[config.mk]
export PLATFORM = sky130hd
export DESIGN_NAME = temp_display_scan
export DESIGN_NICKNAME = d
export VERILOG_FILES = /design/src/rtl/temp_disp_pkg.sv /design/src/rtl/temp_display_scan_seg7_decode.sv /design/src/rtl/temp_display_scan.sv
export SDC_FILE = /design/constraint.sdc
export NUM_CORES = 1
export LEC_CHECK = 0
export CORE_UTILIZATION = 30
export DETAILED_ROUTE_END_ITERATION = 16
export SETUP_SLACK_MARGIN = 0.15
export SYNTH_ARGS = -nofsm -noshare
export SYNTH_HDL_FRONTEND = slang
export SYNTH_HIERARCHICAL = 1
export SYNTH_SLANG_ARGS = --single-unit
export TNS_END_PERCENT = 1
[constraint.sdc]
create_clock -name clk -period 3.5 [get_ports clk]
set_input_delay 0.7 -clock clk [delete_from_list [all_inputs] [get_ports clk]]
set_output_delay 0.7 -clock clk [all_outputs]
set_load 0.02 [all_outputs]
[src/rtl/temp_disp_pkg.sv]
// Shared glyphs, field layout and index type for the temperature display scanner.
// Glyphs are active-low, bit order {g,f,e,d,c,b,a}.
package temp_disp_pkg;

  localparam logic [6:0] GLYPH_BLANK = 7'b1111111;
  localparam logic [6:0] GLYPH_MINUS = 7'b0111111;
  localparam logic [6:0] GLYPH_C     = 7'b1000110;
  localparam logic [6:0] GLYPH_F     = 7'b0001110;
  localparam logic [6:0] GLYPH_E     = 7'b0000110;

  // Element n of the packed array is the glyph for digit n.
  localparam logic [9:0][6:0] GLYPH_DIGIT = {
    7'b0010000,  // 9
    7'b0000000,  // 8
    7'b1111000,  // 7
    7'b0000010,  // 6
    7'b0010010,  // 5
    7'b0011001,  // 4
    7'b0110000,  // 3
    7'b0100100,  // 2
    7'b1111001,  // 1
    7'b1000000   // 0
  };

  typedef struct packed {
    logic [3:0] thou;
    logic [3:0] hund;
    logic [3:0] tens;
    logic [3:0] ones;
    logic       sign;
    logic       c_f;
  } disp_fields_t;

  typedef logic [2:0] digit_idx_t;

endpackage

[src/rtl/temp_display_scan_seg7_decode.sv]
// BCD to active-low seven-segment glyph; codes above 9 render as 'E' even when blank is requested.
module seg7_decode
  import temp_disp_pkg::*;
(
  input  logic [3:0] bcd,
  input  logic       blank,
  output logic [6:0] segs_n
);

  always_comb begin
    if (bcd > 4'd9)
      segs_n = GLYPH_E;
    else if (blank)
      segs_n = GLYPH_BLANK;
    else
      segs_n = GLYPH_DIGIT[bcd];
  end

endmodule

[src/rtl/temp_display_scan.sv]
// 8-digit multiplexed display of a signed temperature (x10, BCD) with C/F suffix.
// Inputs are shadowed and promoted to the display only at frame boundaries, so a frame never tears.
module temp_display_scan
  import temp_disp_pkg::*;
#(
  parameter int DIV_COUNT    = 100000,
  parameter int BLANK_CYCLES = 1000
) (
  input  logic       clk,
  input  logic       rst_n,
  input  logic       upd,
  input  logic [3:0] thou,
  input  logic [3:0] hund,
  input  logic [3:0] tens,
  input  logic [3:0] ones,
  input  logic       sign,
  input  logic       c_f,
  output logic [7:0] an_n,
  output logic [6:0] segs_n,
  output logic       dp_n
);

  localparam int PW = (DIV_COUNT > 1) ? $clog2(DIV_COUNT) : 1;

  logic [PW-1:0] presc;
  digit_idx_t    idx;
  disp_fields_t  in_fields;
  disp_fields_t  shadow;
  disp_fields_t  disp;
  logic          pend;
  logic          wrap;
  logic          boundary;

  logic [3:0]    dec_bcd;
  logic          dec_blank;
  logic [6:0]    dec_segs;
  logic [7:0]    slot_an;
  logic [6:0]    slot_segs;
  logic          slot_dp;

  assign in_fields = {thou, hund, tens, ones, sign, c_f};
  assign wrap      = (presc == PW'(DIV_COUNT - 1));
  assign boundary  = wrap && (idx == 3'd7);

  always_ff @(posedge clk or negedge rst_n) begin
    if (!rst_n) begin
      presc <= '0;
      idx   <= '0;
    end else begin
      presc <= wrap ? '0 : presc + 1'b1;
      if (wrap)
        idx <= idx + 3'd1;
    end
  end

  // An upd coinciding with the boundary lands in the shadow and waits a frame.
  always_ff @(posedge clk or negedge rst_n) begin
    if (!rst_n) begin
      shadow <= '0;
      disp   <= '0;
      pend   <= 1'b0;
    end else begin
      if (boundary && pend)
        disp <= shadow;
      if (upd) begin
        shadow <= in_fields;
        pend   <= 1'b1;
      end else if (boundary) begin
        pend   <= 1'b0;
      end
    end
  end

  always_comb begin
    dec_bcd   = 4'd0;
    dec_blank = 1'b1;
    case (idx)
      3'd1: begin dec_bcd = disp.ones; dec_blank = 1'b0; end
      3'd2: begin dec_bcd = disp.tens; dec_blank = 1'b0; end
      3'd3: begin dec_bcd = disp.hund; dec_blank = (disp.hund == 4'd0) && (disp.thou == 4'd0); end
      3'd4: begin dec_bcd = disp.thou; dec_blank = (disp.thou == 4'd0); end
      default: ;
    endcase
  end

  seg7_decode u_dec (
    .bcd    (dec_bcd),
    .blank  (dec_blank),
    .segs_n (dec_segs)
  );

  always_comb begin
    slot_segs = GLYPH_BLANK;
    case (idx)
      3'd0:                   slot_segs = disp.c_f ? GLYPH_F : GLYPH_C;
      3'd1, 3'd2, 3'd3, 3'd4: slot_segs = dec_segs;
      3'd5:                   slot_segs = disp.sign ? GLYPH_MINUS : GLYPH_BLANK;
      default:                slot_segs = GLYPH_BLANK;
    endcase
    slot_dp = (idx != 3'd2);
    slot_an = (presc < PW'(BLANK_CYCLES)) ? 8'hFF : ~(8'h01 << idx);
  end

  always_ff @(posedge clk or negedge rst_n) begin
    if (!rst_n) begin
      an_n   <= 8'hFF;
      segs_n <= GLYPH_BLANK;
      dp_n   <= 1'b1;
    end else begin
      an_n   <= slot_an;
      segs_n <= slot_segs;
      dp_n   <= slot_dp;
    end
  end

endmodule

==> results of run 1 <==
-- critical path, cell delays in order (launching register included) --
cell and delay, ns:
dfrtp_1 0.40, inv_1 0.11, ha_1 0.36, nor2b_1 0.36, a22oi_1 0.12, nand2_1 0.17
inv_1 0.10, ha_1 0.27, nor2b_4 0.12, o21ba_1 0.16, a221oi_1 0.07, o31a_1 0.12
a2111oi_0 0.42, a21oi_1 0.09
-- stage by stage --
step / area (sq um) / util, % / worst slack (ns) / hold slack [ns]
after floorplan: 3470 / - / 0.7715 / 0.4044
after global placement: 3964 / 35.93 / 0.7461 / 0.4518
after detailed placement: 3964 / 35.93 / 0.6203 / 0.4658
after CTS: 4269 / 38.70 / 0.5587 / 0.4338
after global routing: 4269 / 38.70 / 0.2379 / 0.4693
final: 4269 / 38.70 / 0.5204 / 0.4102
-- cells by family after synthesis --
| kind of cell | count (synthesis) |
|---|---|
| AOI/OAI and AO/OA | 39 |
| xor gates and xnor gates | 14 |
| adders and majority gates | 12 |
| buffers and inverters | 20 |
| DFF | 73 |
| muxes | 39 |
| and+or+nand+nor | 93 |
-- cells in the final DEF (no fill, tap or decap), drive strengths merged, types with 4 or more instances in the layout --
master         synthesis  layout
dfrtp                 57      57
mux2                  37      37
clkdlybuf4s50          0      35
nor2                  23      23
nand2                 22      22
dfstp                 16      16
ha                    12      12
clkbuf                 7      11
xnor2                 10      10
inv                    8      10
a21oi                  9       9
a22oi                  8       8
nor3                   7       7
nand3                  7       7
nand4                  6       6
nor2b                  5       5
nor4                   5       5
buf                    5       5
xor2                   4       4
-- power by group --
part | total, mW | leakage, nW | internal [mW] | switching [mW]
Sequential | 0.878 | 0.903 | 0.866 | 0.0116
Clock | 0.924 | 0.143 | 0.576 | 0.348
Combinational | 0.0670 | 0.732 | 0.0400 | 0.0270
-- metal layers --
metal  wire length (um)  up-vias
li1                   -     1100
met4                107        0
met3                197        8
met2               2885       40
met5                  0        -
met1               3324     1099
-- flip-flops by register name, indices dropped and copies added, names as in the netlist --
signal,count
dp_n,1
pend,1
shadow,18
presc,17
idx,3
disp,18
segs_n,7
an_n,8
-- worst paths after layout --
path / endpoint / slack, ns / depth (start not counted)
min in group clk: pend / 0.49 / 1
worst max register to register: segs_n[3] / 0.52 / 13
worst max-delay path: segs_n[3] / 0.52 / 13
worst min-delay path: shadow[16] / 0.41 / 1
worst min register to register: pend / 0.49 / 1
max in group asynchronous: an_n[0] / 2.37 / 2
-- cell type report --
| type | count | area share, % |
|---|---|---|
| tap | 140 | 4.103 |
| multi-input combinational | 197 | 35.46 |
| clock buffer | 11 | 5.686 |
| sequential | 73 | 43.26 |
| timing repair buffer | 40 | 9.320 |
| clock inverter | 5 | 1.465 |
| inverter | 8 | 0.7034 |
==> results by group, run 1 <==
Global routing
  – M3 GR Usage: 2.608%
  – Antenna violations before repair: 0
  – Met1 Usage GRT: 16.81%
  – Met2 Usage GRT: 18.28%
  – Remaining global-route overflow: 0
  – Global-route wire length before repair: 11140 um
  – Vias in the first global route: 2268
  – Pin count of the biggest net entering global routing: 44
  – Total GRT Usage: 12.21%
  – Most used routing layer: met2

Route
  – Routed WL: 6514 um
  – DR vias: 2247
  – WL per Instance: 13.74 um
  – Drt pass-1 iters: 4
  – Antenna-violating nets left: 0
  – DRC Markers: 0
  – Initial DRC count: 90
  – Via density: 4.741

Finish
  – Layout cells sized above 1: 23.95%
  – Diodes inserted: 0
  – Nets: 362
  – Finished Layout Cells: 474
  – Area of the multi-input gates: 0.001514 sq mm
  – Syn-to-layout area delta: 23.04%
  – Fillcell total: 1082
  – FF/Latch Area: 0.001847 sq mm

Clock network
  – Clock root cell: clkbuf_16
  – Clock Path Buffers: 2
  – Max H-tree Level: 3
  – Cts repair resizes: 0
  – Hold Buf Count CTS: 0
  – Clock sinks: 73
  – CTS tree: done
  – Clock slew at reported path FFs: 0.06 ns
  – Inserted Clock Buffers: 9
  – Clock Latency Late Sink: 0.33 ns
  – Post-CTS Setup Repair Bufs: 0

Pwr
  – Power per cell area: 437.8 mW/mm^2
  – Tot Pwr: 1.869 mW
  – Peak supply drop: 0.2443 mV
  – Lkg Pwr: 1.778 nW

Critical path
  – Worst Setup End Kind: register
  – Crit-path max FO: 11
  – Crit Reg-Reg Startpoint: idx[1]
  – WP data arrival: 3.21 ns
  – Kind of critical path: register to register
  – CP Launch Type: register
  – CP Data Required Time: 3.73 ns
  – Crit path from: idx[1]

Placed design
  – GPL Wtd Cong: 0.8125
  – Placed insts: 458
  – Detailed Place HPWL: 4622 um
  – IO buf count: 36

Synth
  – Top post-synthesis cells by area: dfrtp_1, dfstp_2, mux2_2, ha_1, mux2_4
  – Post-Synth Adder-Cell Area: 4.327%
  – Count leader, synth: dfrtp_1
  – Largest family of logic cells by synthesized area: simple AND/OR/NAND/NOR gates
  – Post-Syn Nets: 323
  – Post-Synth Simple-Gate Area: 14.24%
  – Top FF cell, synth: dfrtp_1
  – Async set or reset register ratio after synthesis: 100.0%
  – Synthesized area per cell: 11.96 sq um
  – Netlist cell types: 49
  – Multiplexer share of the synthesized area: 13.67%
  – Syn Std Cell Area: 0.003470 sq mm
  – Synth cell count leaders: dfrtp_1, mux2_2, nor2_1, nand2_1, dfstp_2
  – Synthesized instance count: 290
  – Largest area contributor in the netlist: dfrtp_1
  – Syn. warnings: 6
  – Post-synthesis sequential area ratio: 53.23%
  – #FFs+latches synth: 73
  – Post-synthesis xor/xnor area fraction: 3.534%
  – Synth Area in Compound Gates: 7.862%
  – Yosys top cell area share: 41.11%
  – EDFF count, synth: 0

STA
  – Achievable Freq: 0.3356 GHz
  – Setup TNS: 0 ns
  – Slew headroom: 33.63%
  – Fin crit period: 2.980 ns
  – Clk_skew: 0.008725 ns
  – Setup violators final: 0
  – Final Cycle Share: 85.13%
  – Slew Viols, Final: 0
  – Worst-Margin Slew: 0.9801 ns
  – Final Hold Viols: 0
  – RSZ-0062 raised after global routing: no

Status
  – Status: complete, no violations

Worst hold path
  – Path category of the worst min-delay check: input port to async pin

Floorplan
  – Die height: 109.5 um
  – Die area: 0.01200 sq mm
  – Initial core utilization: 31.45%
  – CORE AREA: 0.01103 sq mm
  – Ports: 37
  – Die width: 109.5 um
  – Row count: 38

Job
  – Max_cap viols: 0
No activity file was read; power rests on OpenSTA's default activity.
==> run 2: changes to the inputs <==
--- a/config.mk
+++ b/config.mk
@@ -8,6 +8,7 @@
 export CORE_UTILIZATION = 30
 export DETAILED_ROUTE_END_ITERATION = 16
 export SETUP_SLACK_MARGIN = 0.15
+export SLEW_MARGIN = 20
 export SYNTH_ARGS = -nofsm -noshare
 export SYNTH_HDL_FRONTEND = slang
 export SYNTH_HIERARCHICAL = 1
==> run 2 against run 1 <==
  * Worst hold slack gained 0.0011 ns
  * Clock skew hardly changed
  * Setup slack better by 0.0054 ns
  * Critical path depth unchanged
  * Die area unchanged
  * Register-to-register slack hardly changed
  * Sequential share of layout area is 0.076 points lower
  * Utilization rose by 0.068 points
  * Clock power about the same
  * Critical endpoint unchanged
==> results by group, run 2 (same netlist as run 1, synthesis figures left out) <==
Status
  – Status: complete, no violations (unchanged)

Route
  – Via density: 4.724 (was 4.741)
  – WL per Instance: 13.76 um (was 13.74 um)
  – Routed WL: 6524 um (was 6514 um)
  – DR vias: 2239 (was 2247)
  – Drt pass-1 iters: 4 (unchanged)
  – Antenna-violating nets left: 0 (unchanged)
  – DRC Markers: 0 (unchanged)
  – Initial DRC count: 104 (was 90)

Floorplan
  – CORE AREA: 0.01103 sq mm (unchanged)
  – Die area: 0.01200 sq mm (unchanged)
  – Initial core utilization: 31.45% (unchanged)
  – Ports: 37 (unchanged)
  – Die height: 109.5 um (unchanged)
  – Row count: 38 (unchanged)
  – Die width: 109.5 um (unchanged)

Finish
  – Design area: 0.004277 sq mm (was 0.004269 sq mm)
  – Layout cells sized above 1: 24.25% (was 23.95%)
  – Syn-to-layout area delta: 23.26% (was 23.04%)
  – Diodes inserted: 0 (unchanged)
  – Most frequent cells in the layout: dfrtp_1, clkdlybuf4s50_1, mux2_2 (unchanged)
  – Commonest non-fill, non-tap cell in the layout: dfrtp_1 (unchanged)
  – Finished Layout Cells: 474 (unchanged)
  – Nets: 362 (unchanged)
  – Top Registers: disp (18), shadow (18), presc (17) (unchanged)
  – Layout Utilization: 38.77% (was 38.70%)

Pwr
  – Lkg Pwr: 1.780 nW (was 1.778 nW)
  – Peak supply drop: 0.2440 mV (was 0.2443 mV)
  – Power per cell area: 436.9 mW/mm^2 (was 437.8 mW/mm^2)

STA
  – Setup TNS: 0 ns (unchanged)
  – Slew Viols, Final: 0 (unchanged)
  – Fin crit period: 2.974 ns (was 2.980 ns)
  – Setup violators final: 0 (unchanged)
  – Clk_skew: 0.008900 ns (was 0.008725 ns)
  – Achievable Freq: 0.3362 GHz (was 0.3356 GHz)
  – Worst-Margin Slew: 0.8668 ns (was 0.9801 ns)
  – Final Hold Viols: 0 (unchanged)
  – RSZ-0062 raised after global routing: no (unchanged)
  – Slew headroom: 42.03% (was 33.63%)
  – Final Cycle Share: 84.98% (was 85.13%)

Critical path
  – Critical R2R Capture: segs_n[3] (unchanged)
  – WP data arrival: 3.20 ns (was 3.21 ns)
  – Worst Reg-to-Reg Cells: 13 (unchanged)
  – Slowest CP cell: a2111oi_0 (unchanged)
  – CP Launch Type: register (unchanged)
  – Cell Chain, Critical Path: inv_1 -> ha_1 -> nor2b_1 -> a22oi_1 -> nand2_1 -> inv_1 -> ha_1 -> nor2b_4 -> o21ba_1 -> a221oi_1 -> o31a_1 -> a2111oi_0 -> a21oi_1 (unchanged)
  – Crit Reg-Reg Startpoint: idx[1] (unchanged)
  – CP Data Required Time: 3.73 ns (about the same)
  – Crit-path max FO: 11 (unchanged)
  – CP max stage delay: 0.42 ns (about the same)
  – Worst Setup End Kind: register (unchanged)
  – Worst R2R Setup Slack: 0.53 ns (was 0.52 ns)
  – Kind of critical path: register to register (unchanged)

Placed design
  – Detailed Place HPWL: 4622 um (unchanged)
  – IO buf count: 36 (unchanged)
  – GPL Wtd Cong: 0.8125 (unchanged)
  – Area after DPL: 0.003964 sq mm (unchanged)
  – Placed insts: 458 (unchanged)

Worst hold path
  – Path category of the worst min-delay check: input port to async pin (unchanged)

Clock network
  – Hold Buf Count CTS: 0 (unchanged)
  – Max H-tree Level: 3 (unchanged)
  – Clock root cell: clkbuf_16 (unchanged)
  – Clock slew at reported path FFs: 0.06 ns (about the same)
  – Clock Latency Late Sink: 0.33 ns (about the same)
  – Cts repair resizes: 0 (unchanged)
  – CTS tree: done (unchanged)
  – Clock sinks: 73 (unchanged)
  – Inserted Clock Buffers: 9 (unchanged)
  – Clock Path Buffers: 2 (unchanged)
  – Post-CTS Setup Repair Bufs: 0 (unchanged)

Job
  – Max_cap viols: 0 (unchanged)

Global routing
  – Total GRT Usage: 12.21% (unchanged)
  – Remaining global-route overflow: 0 (unchanged)
  – Vias in the first global route: 2268 (unchanged)
  – Antenna violations before repair: 0 (unchanged)
  – Pin count of the biggest net entering global routing: 44 (unchanged)
  – Global-route wire length before repair: 11140 um (unchanged)
[run 2: changes by cell type in the layout (fill, tap and decap cells not counted)]
cell,before,now
o311ai_1,1,0
o311ai_2,0,1
[run 2: per-layer routing]
metal  part of all wire [%]  vias up  track usage, %
met1                     51     1088           16.81
met5                      0        -               0
li1                       -     1101               -
met2                     44       42           18.28
met3                    3.3        8           2.608
met4                    1.6        0           5.714
[run 2: final cells by class]
class / instances / area (sq um)
flip-flops and latches: 73 / 1847
clock buffers: 11 / 242.7
repair buffers: 40 / 397.9
inverters: 8 / 30.03
multi-input cells: 197 / 1521
well taps: 140 / 175.2
clock inverters: 5 / 62.56
fillers: 1080 / 6754
[run 2: worst max-delay path by stage]
stage,cells past startpoint,start,slack (ns),end
after floorplan,13,idx[2],0.77,segs_n[3]
after global placement,13,idx[1],0.75,segs_n[3]
after detailed placement,13,idx[1],0.62,segs_n[3]
after CTS,13,idx[1],0.56,segs_n[3]
after global routing,13,idx[1],0.24,segs_n[3]
final,13,idx[1],0.53,segs_n[3]
[run 2: metrics by stage]
step,total power [mW],hold WS [ns],setup slack (ns)
after floorplan,0.9129,0.4044,0.7715
after global placement,0.9596,0.4518,0.7461
after detailed placement,0.9618,0.4658,0.6203
after CTS,1.897,0.4338,0.5587
after global routing,1.936,0.4693,0.2379
final,1.869,0.4113,0.5258
[run 2: where the power goes]
| part | total (mW) | internal (mW) | switching, mW |
|---|---|---|---|
| clock | 0.924 | 0.576 | 0.348 |
| combinational | 0.0670 | 0.0400 | 0.0271 |
| sequential | 0.878 | 0.866 | 0.0116 |
| total | 1.87 | 1.48 | 0.386 |
[run 2: worst max-delay path: cells and delay by family (launching register included)]
kind,cells,cell delay [ns]
AOI/OAI and AO/OA,6,0.98
and+or+nand+nor,3,0.65
adders and majority gates,2,0.63
DFF,1,0.40
buffers and inverters,2,0.20
==> run 3: changes to the inputs <==
==> constraint.sdc (replaced) <==
create_clock -name clk -period 2.83 [get_ports clk]
set_input_delay 0.566 -clock clk [delete_from_list [all_inputs] [get_ports clk]]
set_output_delay 0.566 -clock clk [all_outputs]
set_load 0.02 [all_outputs]
==> run 3 against run 2 <==
  * Via count increased by 5.4%
  * Clock-buffer cell count decreased by 2
  * Critical path depth unchanged
  * Die area unchanged
  * Wire length rose by 5.0%
  * Worst hold slack worse by 0.23 ns
  * Non-clock buffer count up 11
  * Largest power group unchanged
==> results by group, run 3 (same netlist as run 1, synthesis figures left out) <==
Placed design
  – Detailed Place HPWL: 4853 um (was 4622 um)
  – GPL Wtd Cong: 0.8561 (was 0.8125)
  – IO buf count: 36 (unchanged)
  – Area after DPL: 0.004030 sq mm (was 0.003964 sq mm)
  – Pre-CTS setup slack: 0.07150 ns (was 0.6203 ns)
  – Placed insts: 468 (was 458)

Finish
  – Fillcell total: 1072 (was 1080)
  – Nets: 373 (was 362)
  – Most frequent cells in the layout: dfrtp_1, clkdlybuf4s50_1, mux2_2 (unchanged)
  – Syn-to-layout area delta: 26.51% (was 23.26%)
  – Layout Utilization: 39.79% (was 38.77%)
  – Design area: 0.004389 sq mm (was 0.004277 sq mm)
  – Top Registers: disp (18), shadow (18), presc (17) (unchanged)
  – Finished Layout Cells: 485 (was 474)
  – Layout cells sized above 1: 29.57% (was 24.25%)
  – Diodes inserted: 0 (unchanged)
  – Commonest non-fill, non-tap cell in the layout: dfrtp_1 (unchanged)

Global routing
  – Vias in the first global route: 2386 (was 2268)
  – Antenna violations before repair: 0 (unchanged)
  – Pin count of the biggest net entering global routing: 30 (was 44)
  – Remaining global-route overflow: 0 (unchanged)
  – Global-route wire length before repair: 11600 um (was 11140 um)
  – Total GRT Usage: 12.77% (was 12.21%)

STA
  – Final Cycle Share: 89.26% (was 84.98%)
  – Final worst slack: 0.3038 ns (was 0.5258 ns)
  – Worst-Margin Slew: 0.8615 ns (was 0.8668 ns)
  – Slew Viols, Final: 0 (unchanged)
  – Fin crit period: 2.526 ns (was 2.974 ns)
  – Clk_skew: 0.009893 ns (was 0.008900 ns)
  – Final Hold Viols: 0 (unchanged)
  – RSZ-0062 raised after global routing: no (unchanged)
  – Achievable Freq: 0.3959 GHz (was 0.3362 GHz)
  – Slew headroom: 42.39% (was 42.03%)
  – Setup violators final: 0 (unchanged)
  – WHS: 0.1825 ns (was 0.4113 ns)
  – Setup TNS: 0 ns (unchanged)

Route
  – Initial DRC count: 141 (was 104)
  – DRC Markers: 0 (unchanged)
  – Routed WL: 6853 um (was 6524 um)
  – Drt pass-1 iters: 5 (was 4)
  – DR vias: 2361 (was 2239)
  – Via density: 4.868 (was 4.724)
  – Antenna-violating nets left: 0 (unchanged)
  – WL per Instance: 14.13 um (was 13.76 um)

Pwr
  – Peak supply drop: 0.2960 mV (was 0.2440 mV)
  – Lkg Pwr: 1.845 nW (was 1.780 nW)
  – Tot Pwr: 2.321 mW (was 1.869 mW)
  – Power per cell area: 528.7 mW/mm^2 (was 436.9 mW/mm^2)

Floorplan
  – Row count: 38 (unchanged)
  – Die width: 109.5 um (unchanged)
  – Die height: 109.5 um (unchanged)
  – Initial core utilization: 31.45% (unchanged)
  – Die area: 0.01200 sq mm (unchanged)
  – CORE AREA: 0.01103 sq mm (unchanged)
  – Ports: 37 (unchanged)

Clock network
  – Max H-tree Level: 3 (unchanged)
  – Clock sinks: 73 (unchanged)
  – Inserted Clock Buffers: 9 (unchanged)
  – Clock Path Buffers: 2 (unchanged)
  – Clock Latency Late Sink: 0.33 ns (about the same)
  – Clock slew at reported path FFs: 0.06 ns (about the same)
  – Clock root cell: clkbuf_16 (unchanged)
  – Hold Buf Count CTS: 0 (unchanged)
  – CTS tree: done (unchanged)

Critical path
  – CP Data Required Time: 3.07 ns (was 3.73 ns)
  – Crit Reg-Reg Startpoint: idx[0] (was idx[1])
  – Crit path from: idx[0] (was idx[1])
  – Worst R2R Setup Slack: 0.30 ns (was 0.53 ns)
  – Worst Setup End Kind: register (unchanged)
  – CP Launch Type: register (unchanged)
  – WP data arrival: 2.77 ns (was 3.20 ns)
  – Kind of critical path: register to register (unchanged)
  – Crit-path max FO: 5 (was 11)

Job
  – Max_cap viols: 0 (unchanged)

Worst hold path
  – Path category of the worst min-delay check: input port to async pin (unchanged)

Status
  – Status: complete, no violations (unchanged)
-- run 3: timing repair --
action	CTS	global route
pin swaps	0	1
setup endpoints to repair	1	4
resized for setup	2	11
setup buffers	0	1
-- run 3: cell type report --
| type | instances | area (sq um) | area share (%) |
|---|---|---|---|
| multi-input combinational | 197 | 1560 | 35.55 |
| clock inverter | 7 | 83.83 | 1.910 |
| inverter | 8 | 30.03 | 0.6842 |
| sequential | 73 | 1847 | 42.08 |
| timing repair buffer | 51 | 467.9 | 10.66 |
| tap | 140 | 175.2 | 3.991 |
| clock buffer | 9 | 225.2 | 5.131 |
-- run 3: power by group --
group,leakage (nW),internal [mW],total (mW),switching [mW]
clock network,0.149,0.697,1.15,0.456
registers,0.903,1.07,1.08,0.0140
logic,0.793,0.0484,0.0822,0.0339
total,1.84,1.82,2.32,0.504
-- run 3: worst paths after layout --
kind / cells past startpoint / endpoint
max: 13 / segs_n[3]
min: 1 / shadow[2]
max reg2reg: 13 / segs_n[3]
min reg2reg: 1 / pend
max in group asynchronous: 2 / segs_n[4]
min in group clk: 1 / pend
-- run 3: per-layer routing --
metal / GRT usage, % / part of all wire (%) / vias to the layer above
li1: - / - / 1129
met1: 17.19 / 48 / 1156
met2: 19.45 / 45 / 68
met3: 2.727 / 5.2 / 8
met4: 6.286 / 1.8 / 0
met5: 0 / 0 / -
-- run 3: critical path, cell delays in order (launching register included) --
cell and delay (ns):
dfrtp_1 0.40, inv_2 0.12, ha_2 0.24, nor2b_2 0.23, a22oi_1 0.09, nand2_1 0.16, inv_1 0.12, ha_4 0.20
nor2b_4 0.09, o21ba_1 0.17, a221oi_2 0.05, o31a_1 0.11, a2111oi_0 0.38, a21oi_1 0.08
